`config.mk`:
```
export PLATFORM = sky130hd
export DESIGN_NAME = mem_access_unit_flat
export DESIGN_NICKNAME = d
export VERILOG_FILES = /design/src/rtl/mem_access_unit_if.sv /design/src/rtl/mem_access_unit.sv /design/src/flat_wrapper.sv
export SDC_FILE = /design/constraint.sdc
export NUM_CORES = 1
export LEC_CHECK = 0
export ABC_AREA = 1
export BUFFER_PORTS_ARGS = -buffer_cell sky130_fd_sc_hd__buf_4
export CAP_MARGIN = 10
export CORE_ASPECT_RATIO = 0.8
export CORE_MARGIN = 2
export CORE_UTILIZATION = 40
export DETAILED_ROUTE_END_ITERATION = 10
export GPL_TIMING_DRIVEN = 0
export HOLD_SLACK_MARGIN = 0.15
export REMOVE_ABC_BUFFERS = 1
export SETUP_SLACK_MARGIN = 0.4
export SYNTH_ARGS = -nofsm -noshare
export SYNTH_HDL_FRONTEND = slang
export SYNTH_SLANG_ARGS = --single-unit
```
`constraint.sdc`:
```
create_clock -name clk -period 1.6 [get_ports clk]
set_input_delay 0.16 -clock clk [delete_from_list [all_inputs] [get_ports clk]]
set_output_delay 0.16 -clock clk [all_outputs]
set_load 0.01 [all_outputs]
```
`src/rtl/mem_access_unit_if.sv`:
```
// Request/response handshake plus word-wide memory port of the load/store unit.
// master = processor/memory side, slave = mem_access_unit.
interface mem_access_unit_if;
    logic        req_valid;
    logic        req_ready;
    logic        req_write;
    logic [1:0]  req_size;
    logic        req_unsigned;
    logic [31:0] req_addr;
    logic [31:0] req_wdata;
    logic        rsp_valid;
    logic        rsp_err;
    logic [31:0] rsp_rdata;
    logic [31:0] mem_addr;
    logic        mem_we;
    logic [31:0] mem_wdata;
    logic [31:0] mem_rdata;

    modport master (
        output req_valid, req_write, req_size, req_unsigned, req_addr, req_wdata, mem_rdata,
        input  req_ready, rsp_valid, rsp_err, rsp_rdata, mem_addr, mem_we, mem_wdata
    );

    modport slave (
        input  req_valid, req_write, req_size, req_unsigned, req_addr, req_wdata, mem_rdata,
        output req_ready, rsp_valid, rsp_err, rsp_rdata, mem_addr, mem_we, mem_wdata
    );
endinterface

```
`src/rtl/mem_access_unit.sv`:
```
// Load/store unit: one request at a time, sub-word loads extended, sub-word stores
// done as read-modify-write because the data memory has no byte enables.
module mem_access_unit (
    input logic              clk,
    input logic              rst,
    mem_access_unit_if.slave bus
);
    typedef enum logic [2:0] {IDLE, READ, MERGE, WRITE, LCAP, DONE} stateT;

    stateT       state, nextState;
    logic        outOfReset, accept, sizeErr;
    logic        opWrite, opUnsigned, opErr;
    logic [1:0]  opSize, opLane;
    logic [15:0] opWdata;
    logic [31:0] memAddr, memWdata, rspRdata;
    logic [4:0]  laneShift;
    logic [31:0] laneData, loadExt, laneMask, laneIns, merged;

    // Ready waits for the first edge after reset release, not just rst going high.
    assign bus.req_ready = (state == IDLE) && outOfReset;
    assign accept        = bus.req_valid && bus.req_ready;

    always_comb begin
        sizeErr = 1'b1;
        case (bus.req_size)
            2'b00:   sizeErr = 1'b0;
            2'b01:   sizeErr = bus.req_addr[0];
            2'b10:   sizeErr = |bus.req_addr[1:0];
            default: sizeErr = 1'b1;
        endcase
    end

    always_ff @(posedge clk or negedge rst) begin
        if (!rst) state <= IDLE;
        else      state <= nextState;
    end

    always_comb begin
        nextState = state;
        case (state)
            IDLE: if (accept) begin
                if (sizeErr)                                     nextState = DONE;
                else if (bus.req_write && bus.req_size == 2'b10) nextState = WRITE;
                else                                             nextState = READ;
            end
            READ:    nextState = opWrite ? MERGE : LCAP;
            MERGE:   nextState = WRITE;
            WRITE:   nextState = DONE;
            LCAP:    nextState = DONE;
            DONE:    nextState = IDLE;
            default: nextState = IDLE;
        endcase
    end

    // Lane extraction and merge work off the latched byte offset only.
    assign laneShift = {opLane, 3'b000};
    assign laneData  = bus.mem_rdata >> laneShift;

    always_comb begin
        loadExt  = laneData;
        laneMask = 32'hFFFF_FFFF;
        laneIns  = 32'h0;
        case (opSize)
            2'b00: begin
                loadExt  = {{24{laneData[7] & ~opUnsigned}}, laneData[7:0]};
                laneMask = 32'h0000_00FF << laneShift;
                laneIns  = {24'h0, opWdata[7:0]} << laneShift;
            end
            2'b01: begin
                loadExt  = {{16{laneData[15] & ~opUnsigned}}, laneData[15:0]};
                laneMask = 32'h0000_FFFF << laneShift;
                laneIns  = {16'h0, opWdata} << laneShift;
            end
            default: ;
        endcase
    end

    assign merged = (bus.mem_rdata & ~laneMask) | laneIns;

    always_ff @(posedge clk or negedge rst) begin
        if (!rst) begin
            outOfReset <= 1'b0;
            opWrite    <= 1'b0;
            opUnsigned <= 1'b0;
            opErr      <= 1'b0;
            opSize     <= 2'b00;
            opLane     <= 2'b00;
            opWdata    <= 16'h0;
            memAddr    <= 32'h0;
            memWdata   <= 32'h0;
            rspRdata   <= 32'h0;
        end else begin
            outOfReset <= 1'b1;
            case (state)
                IDLE: if (accept) begin
                    opWrite    <= bus.req_write;
                    opUnsigned <= bus.req_unsigned;
                    opErr      <= sizeErr;
                    opSize     <= bus.req_size;
                    opLane     <= bus.req_addr[1:0];
                    opWdata    <= bus.req_wdata[15:0];
                    // Errors never touch the memory port, so its address is left alone.
                    if (sizeErr) begin
                        rspRdata <= 32'h0;
                    end else begin
                        memAddr <= {bus.req_addr[31:2], 2'b00};
                        if (bus.req_write && bus.req_size == 2'b10) memWdata <= bus.req_wdata;
                    end
                end
                MERGE:   memWdata <= merged;
                LCAP:    rspRdata <= loadExt;
                WRITE:   rspRdata <= 32'h0;
                default: ;
            endcase
        end
    end

    assign bus.mem_addr  = memAddr;
    assign bus.mem_wdata = memWdata;
    assign bus.mem_we    = (state == WRITE);
    assign bus.rsp_valid = (state == DONE);
    assign bus.rsp_err   = (state == DONE) && opErr;
    assign bus.rsp_rdata = rspRdata;
endmodule
```
`src/flat_wrapper.sv`:
```
// flat-port wrapper written by rule: the top's interface ports become plain ports
module mem_access_unit_flat 
  (clk, rst, bus_req_valid, bus_req_write, bus_req_size, bus_req_unsigned, bus_req_addr, bus_req_wdata, bus_mem_rdata, bus_req_ready, bus_rsp_valid, bus_rsp_err, bus_rsp_rdata, bus_mem_addr, bus_mem_we, bus_mem_wdata);
  mem_access_unit_if bus_i ();
  input logic clk;
  input logic rst;
  input wire logic [$bits(bus_i.req_valid)-1:0] bus_req_valid;
  input wire logic [$bits(bus_i.req_write)-1:0] bus_req_write;
  input wire logic [$bits(bus_i.req_size)-1:0] bus_req_size;
  input wire logic [$bits(bus_i.req_unsigned)-1:0] bus_req_unsigned;
  input wire logic [$bits(bus_i.req_addr)-1:0] bus_req_addr;
  input wire logic [$bits(bus_i.req_wdata)-1:0] bus_req_wdata;
  input wire logic [$bits(bus_i.mem_rdata)-1:0] bus_mem_rdata;
  output wire logic [$bits(bus_i.req_ready)-1:0] bus_req_ready;
  output wire logic [$bits(bus_i.rsp_valid)-1:0] bus_rsp_valid;
  output wire logic [$bits(bus_i.rsp_err)-1:0] bus_rsp_err;
  output wire logic [$bits(bus_i.rsp_rdata)-1:0] bus_rsp_rdata;
  output wire logic [$bits(bus_i.mem_addr)-1:0] bus_mem_addr;
  output wire logic [$bits(bus_i.mem_we)-1:0] bus_mem_we;
  output wire logic [$bits(bus_i.mem_wdata)-1:0] bus_mem_wdata;
  assign bus_i.req_valid = bus_req_valid;
  assign bus_i.req_write = bus_req_write;
  assign bus_i.req_size = bus_req_size;
  assign bus_i.req_unsigned = bus_req_unsigned;
  assign bus_i.req_addr = bus_req_addr;
  assign bus_i.req_wdata = bus_req_wdata;
  assign bus_i.mem_rdata = bus_mem_rdata;
  assign bus_req_ready = bus_i.req_ready;
  assign bus_rsp_valid = bus_i.rsp_valid;
  assign bus_rsp_err = bus_i.rsp_err;
  assign bus_rsp_rdata = bus_i.rsp_rdata;
  assign bus_mem_addr = bus_i.mem_addr;
  assign bus_mem_we = bus_i.mem_we;
  assign bus_mem_wdata = bus_i.mem_wdata;
  mem_access_unit u_core (.clk(clk), .rst(rst), .bus(bus_i));
endmodule
```
**Word level (Yosys, flattened, before mapping)**

Index checks and enable logic that the tools add are counted.

- Word-level logic and storage cells: 66
- Bits of input ports: 103
- Register bits: 121
- Memories: 0
- Latch bits: 0
- RAM bits: 0
- ROM bits: 0
- Output and inout bits: 100

- Reductions and logical operators: 15
- Equality and inequality tests: 12
- Shift-type cells: 5
- Divide/modulo/power cells: 0
- Bitwise gates (word level): 7
- Multipliers: 0
- Order comparisons: 0
- Multiplexer cells: 16
- Add/sub/neg operators: 0

Operators with widths:

| kind | count |
|---|---|
| $pmux 32 s2 | 4 |
| $mux 32 | 5 |
| $pmux 32 s3 | 1 |
| $and 32x32->32 | 1 |
| $not 32->32 | 1 |
| $or 32x32->32 | 1 |
| $shl 16x5->32 | 1 |
| $shl 16x5->32 const A | 1 |
| $shl 8x5->32 | 1 |
| $shl 8x5->32 const A | 1 |
| $shr 32x5->32 | 1 |
| $pmux 3 s4 | 1 |
| $mux 3 | 3 |
| $eq 3x2->1 const B | 2 |
| $eq 3x3->1 const B | 2 |
| $reduce_and 3->1 | 2 |
| $eq 2x1->1 const B | 2 |
| $logic_and 1x1->1 | 4 |
| $logic_not 2->1 | 2 |
| $ne 2x1->1 const B | 2 |
| $ne 2x2->1 const B | 2 |
| $reduce_and 4->1 | 1 |
| $reduce_or 2->1 | 2 |
| $eq 3x1->1 const B | 1 |
| other kinds (9) | 11 |

**Depth between registers and ports, before layout**

- Depth after elaboration: 6
- Mapped depth: 11
- Depth with buffers taken out: 9

**Worst setup path after synthesis**

OpenSTA, ideal clock, no wires.

- Kind: flip-flop to flip-flop
- Start point: register u_core.state[1]
- End point: register u_core.memAddr[10] (netlist: u_core.bus.mem_addr[10])
- Arrival time: 1.356 ns
- Slack: 0.127 ns
- Buffers on the path: 2
- Stages on the path, launching flop included: 11
- Path through: dfrtp_1 buf_6 nor2_4 nand2_4 nor2_4 nand2_2 nor2_4 inv_2 buf_6 nand2_1 nand2_1

- Cells in the longest elaborated chain, start to end: 4

Ends and longest elaborated chain:

| item | RTL line | RTL |
|---|---|---|
| start, declared | mem_access_unit.sv:10 | `stateT state, nextState;` |
| start signal, assigned | mem_access_unit.sv:35 | `else state <= nextState;` |
| $logic_not 3->1 | mem_access_unit.sv:20 | `assign bus.req_ready = (state == IDLE) && outOfReset;` |
| $logic_and 1x1->1 | mem_access_unit.sv:20 |  |
| net bus_req_ready | flat_wrapper.sv:14 | `output wire logic [$bits(bus_i.req_ready)-1:0] bus_req_ready;` |
| $logic_and 1x1->1 | mem_access_unit.sv:21 | `assign accept = bus.req_valid && bus.req_ready;` |
| $reduce_and 3->1 (no line) | n/a |  |
| end signal, assigned | mem_access_unit.sv:106 | `memAddr <= {bus.req_addr[31:2], 2'b00};` |
| end, declared | mem_access_unit.sv:15 | `logic [31:0] memAddr, memWdata, rspRdata;` |

The timed path passes the listed nets, and every way through them passes these cells.
A chain may end at the register's enable or synchronous reset.

**Worst setup path after layout**

- Start point: register u_core.opLane[0]
- End point: register u_core.rspRdata[20] (netlist: u_core.bus.rsp_rdata[20])

- Cells in the longest elaborated chain, start to end: 4

Ends and longest elaborated chain:

| item | RTL line | RTL |
|---|---|---|
| start, declared | mem_access_unit.sv:13 | `logic [1:0] opSize, opLane;` |
| start signal, assigned | mem_access_unit.sv:100 | `opLane <= bus.req_addr[1:0];` |
| $shr 32x5->32 (*) | mem_access_unit.sv:57 | `assign laneData = bus.mem_rdata >> laneShift;` |
| $and 1x1->1 (on tied branches) | mem_access_unit.sv:70, mem_access_unit.sv:65 |  |
| $pmux 32 s2 (*) | mem_access_unit.sv:63 | `case (opSize)` |
| $pmux 32 s3 (*) | mem_access_unit.sv:94 | `case (state)` |
| end signal, assigned | mem_access_unit.sv:111 | `LCAP: rspRdata <= loadExt;` |
| end, declared | mem_access_unit.sv:15 |  |

Every way passes the cells marked *; elsewhere a longest branch is shown, timed or not.

==> impl_results.md <==
- Dpl ws: -2232 ps
- Max Slew Vio Count: 0
- Mapped cell area: 0.006584 mm²
- Root buf cell: clkbuf_16
- Drt pass-1 iters: 6
- Die X: 147.4 µm
- Critical path arrival: 2070 ps
- Compound-gate portion of the synthesized area: 6.918%
- CTS tree: yes
- Filler cells: 1104
- CP Capture Type: flop
- Synth unique cells: 32
- Setup TNS: -8812 ps
- CP max stage cell: dfrtp_4
- Die extent in y: 118.8 µm
- Min cycle time layout: 1761 ps
- Startpoint Class: flop
- Vias: 8426
- Max stage delay on crit path: 520 ps
- PortBufs: 200
- Seq. cell area: 0.003042 mm²
- Cell row count: 41
- Number of vias per cell: 5.511
- Area share of and/or/nand/nor cells after synthesis: 39.32%
- Core Area: 0.01595 mm²
- Layout Cells excl Fill: 1529
- Pwr/cell area: 2206 mW/mm²
- Pwr Total: 26.73 mW
- Syn_area_per_cell: 7.079 µm²
- H-tree Lvls: 4
- Skew final: 8.135 ps
- Largest net degree at the start of global routing: 87
- Part of the cycle the worst path needs: 110.1%
- Final Hold Viols: 0
- Sequential power share: 21.2%
- Antenna viol nets, final: 0
- # setup viols final: 90
- GR Overflow Total: 0
- Switch Pwr: 12.55 mW
- Asr flop ratio synth: 100.0%
- Clock network fraction of total power: 15.0%
- Routed wire length: 31330 µm
- GRT Util Overall: 33.88%
- Clk pin slew, worst setup/hold paths: 60 ps
- Setup slack after layout: -161.5 ps
- Reported max-cap violation count: 0
- CP required: 1910 ps
- #FFs+latches synth: 121
- Worst-Skew Late Latency: 430 ps
- Mux share of post-synthesis cell area: 0%
- Worst Path Max Fanout: 8
- HPWL after DPL: 14920 µm
- Most frequent cells after synthesis: nand2_1 (464), dfrtp_1 (121), nand3_1 (85), inv_1 (46), o21ai_0 (37)
- Top-area cell type share of the netlist area: 45.99%
- Top post-synthesis cells by area: dfrtp_1 (46%), nand2_1 (26%), nand3_1 (6.5%), o21ai_0 (2.8%), inv_1 (2.6%)
- RSZ-0062 raised after global routing: true
- Crit path cell chain: clkinvlp_4, nand2_2, nand3_2, nand4_1, nand3_4, nand2_1, nand2_1
- Failing checks: negative setup slack
- Top-count cell post-synth: nand2_1
- CP Class: reg -> reg
- Sequential fraction of the synthesis area: 45.99%
- Initial DRC count: 939
- Clk buf depth: 2
- First-pass GRT wire length: 45210 µm
- DR DRC count: 0
- Initial antenna violation count: 0
- XOR/XNOR share of the synthesized area: 0%
- Die Footprint: 0.01751 mm²
- Flop-to-flop setup slack: -160 ps
- Fraction of layout cells with a size suffix above 1: 43.91%
- Worst Hold Slack: 168.3 ps
- Synth warn: 0
- Post-synthesis cell count: 930
- CTS Buf Count: 17
- Post-synthesis adder-cell area fraction: 0%
- VDD IR-drop max: 0.001294 V
- I/O pin total: 203
- Largest family of logic cells by synthesized area: simple AND/OR/NAND/NOR gates
- Post-Place Cells: 1297
- Routed len/inst: 20.49 µm
- Comb power frac: 63.8%
- Number of global-route vias before repair: 8083
- Sw Ratio: 46.94%
- Clock sinks: 121
- Main flop type after synthesis: dfrtp_1
- Post-synth EDFFs: 0
- Leading area contributor after synthesis: dfrtp_1
- Synth-to-Final Area Change: 84.06%
- Gp weighted congestion: 0.8628
- Layout Nets: 1406
- P_int: 14.18 mW
- Maximum clock frequency: 567.7 MHz
- Multi-input logic area: 0.004254 mm²
- Outcome: complete, but fails checks
- Standby leakage power: 6.127 nW
- Hold Path Class: in -> reg
- Initial core utilization: 41.27%
- Most frequent cell on the critical path: nand2_1
- # diodes: 0
## cell usage in the layout (no fill, tap or decap), drive strengths merged, types with 2 or more instances in the layout
master,instances
a21oi,21
a31oi,2
buf,291
bufinv,4
clkbuf,21
clkinv,9
clkinvlp,10
conb,3
dfrtp,121
dlygate4sd3,87
inv,53
nand2,477
nand3,92
nand4,9
nor2,37
o211ai,7
o21ai,42
o22ai,9
or2,17
## worst max-delay path, delay by kind of cell (launching register included)
kind | cells | cell delay (ps)
flip-flops | 1 | 520
buffers and inverters | 1 | 230
AND/OR/NAND/NOR | 6 | 890
## cell families (layout without fill, tap and decap cells)
family | count (synthesis) | in the layout
flip-flops | 121 | 121
AO/OA/AOI/OAI | 81 | 81
buffers and inverters | 106 | 475
AND/OR/NAND/NOR | 620 | 634
other | 2 | 3
## layout make-up
type,count,area share [%]
Clock inverter,10,1.260
Timing Repair inverter,11,1.198
Sequential cell,121,25.10
Timing Repair Buffer,379,29.03
Multi-Input combinational cell,718,35.11
Tap cell,215,2.220
Inverter,55,2.478
Clock buffer,20,3.604
## metrics by stage
step | utilization, % | instance area [µm²]
5_1_grt | 75.95 | 12120
6_report | 75.95 | 12120
3_5_place_dp | 50.89 | 8119
4_1_cts | 71.05 | 11330
3_3_place_gp | 50.52 | 8060
2_1_floorplan | - | 6290
## registers in the layout, summed over array words and instances, names as in the netlist
signal and count:
u_core.bus.mem_addr 30, u_core.opWrite 1, u_core.opUnsigned 1, u_core.state 3, u_core.bus.mem_wdata 32, u_core.opWdata 16, u_core.opErr 1, u_core.outOfReset 1
u_core.bus.rsp_rdata 32, u_core.opSize 2, u_core.opLane 2
## final timing paths
path | from | end | cells after the start
max | u_core.opLane[0]$_DFFE_PN0P_ | u_core.bus.rsp_rdata[20]$_DFFE_PN0P_ | 7
min | bus_req_wdata[21] | u_core.bus.mem_wdata[21]$_DFFE_PN0P_ | 6
max reg2reg | u_core.opLane[0]$_DFFE_PN0P_ | u_core.bus.rsp_rdata[20]$_DFFE_PN0P_ | 7
min reg2reg | u_core.bus.rsp_rdata[14]$_DFFE_PN0P_ | u_core.bus.rsp_rdata[14]$_DFFE_PN0P_ | 2
max in group asynchronous | rst | u_core.opSize[1]$_DFFE_PN0P_ | 3
min in group asynchronous | rst | u_core.bus.mem_wdata[19]$_DFFE_PN0P_ | 2
## metal layers
| layer | vias to the layer above | wire length [µm] | GRT usage (%) |
|---|---|---|---|
| met1 | 4004 | 12360 | 46.80 |
| met5 | - | 0 | 0 |
| met3 | 147 | 3894 | 9.730 |
| met4 | 0 | 1293 | 12.62 |
| met2 | 577 | 13780 | 50.47 |
| li1 | 3698 | - | - |
## power groups by stage
stage	logic, mW	registers [mW]	clock network [mW]
final	17.0	5.67	4.02
after global routing	18.0	5.81	4.16
after CTS	14.5	5.51	4.02
after detailed placement	9.12	5.59	0
after global placement	8.87	5.67	0
after floorplan	4.76	5.97	0
## what timing repair did
action | CTS | global route
setup endpoints to repair | 123 | 124
pin swaps | 48 | 58
hold buffers | 87 | 0
endpoints found under the hold margin | 211 | 0
buffers inserted | 63 | 22
gates cloned | 26 | 4
resized for setup | 243 | 149
(Power assumes the default switching activity.)
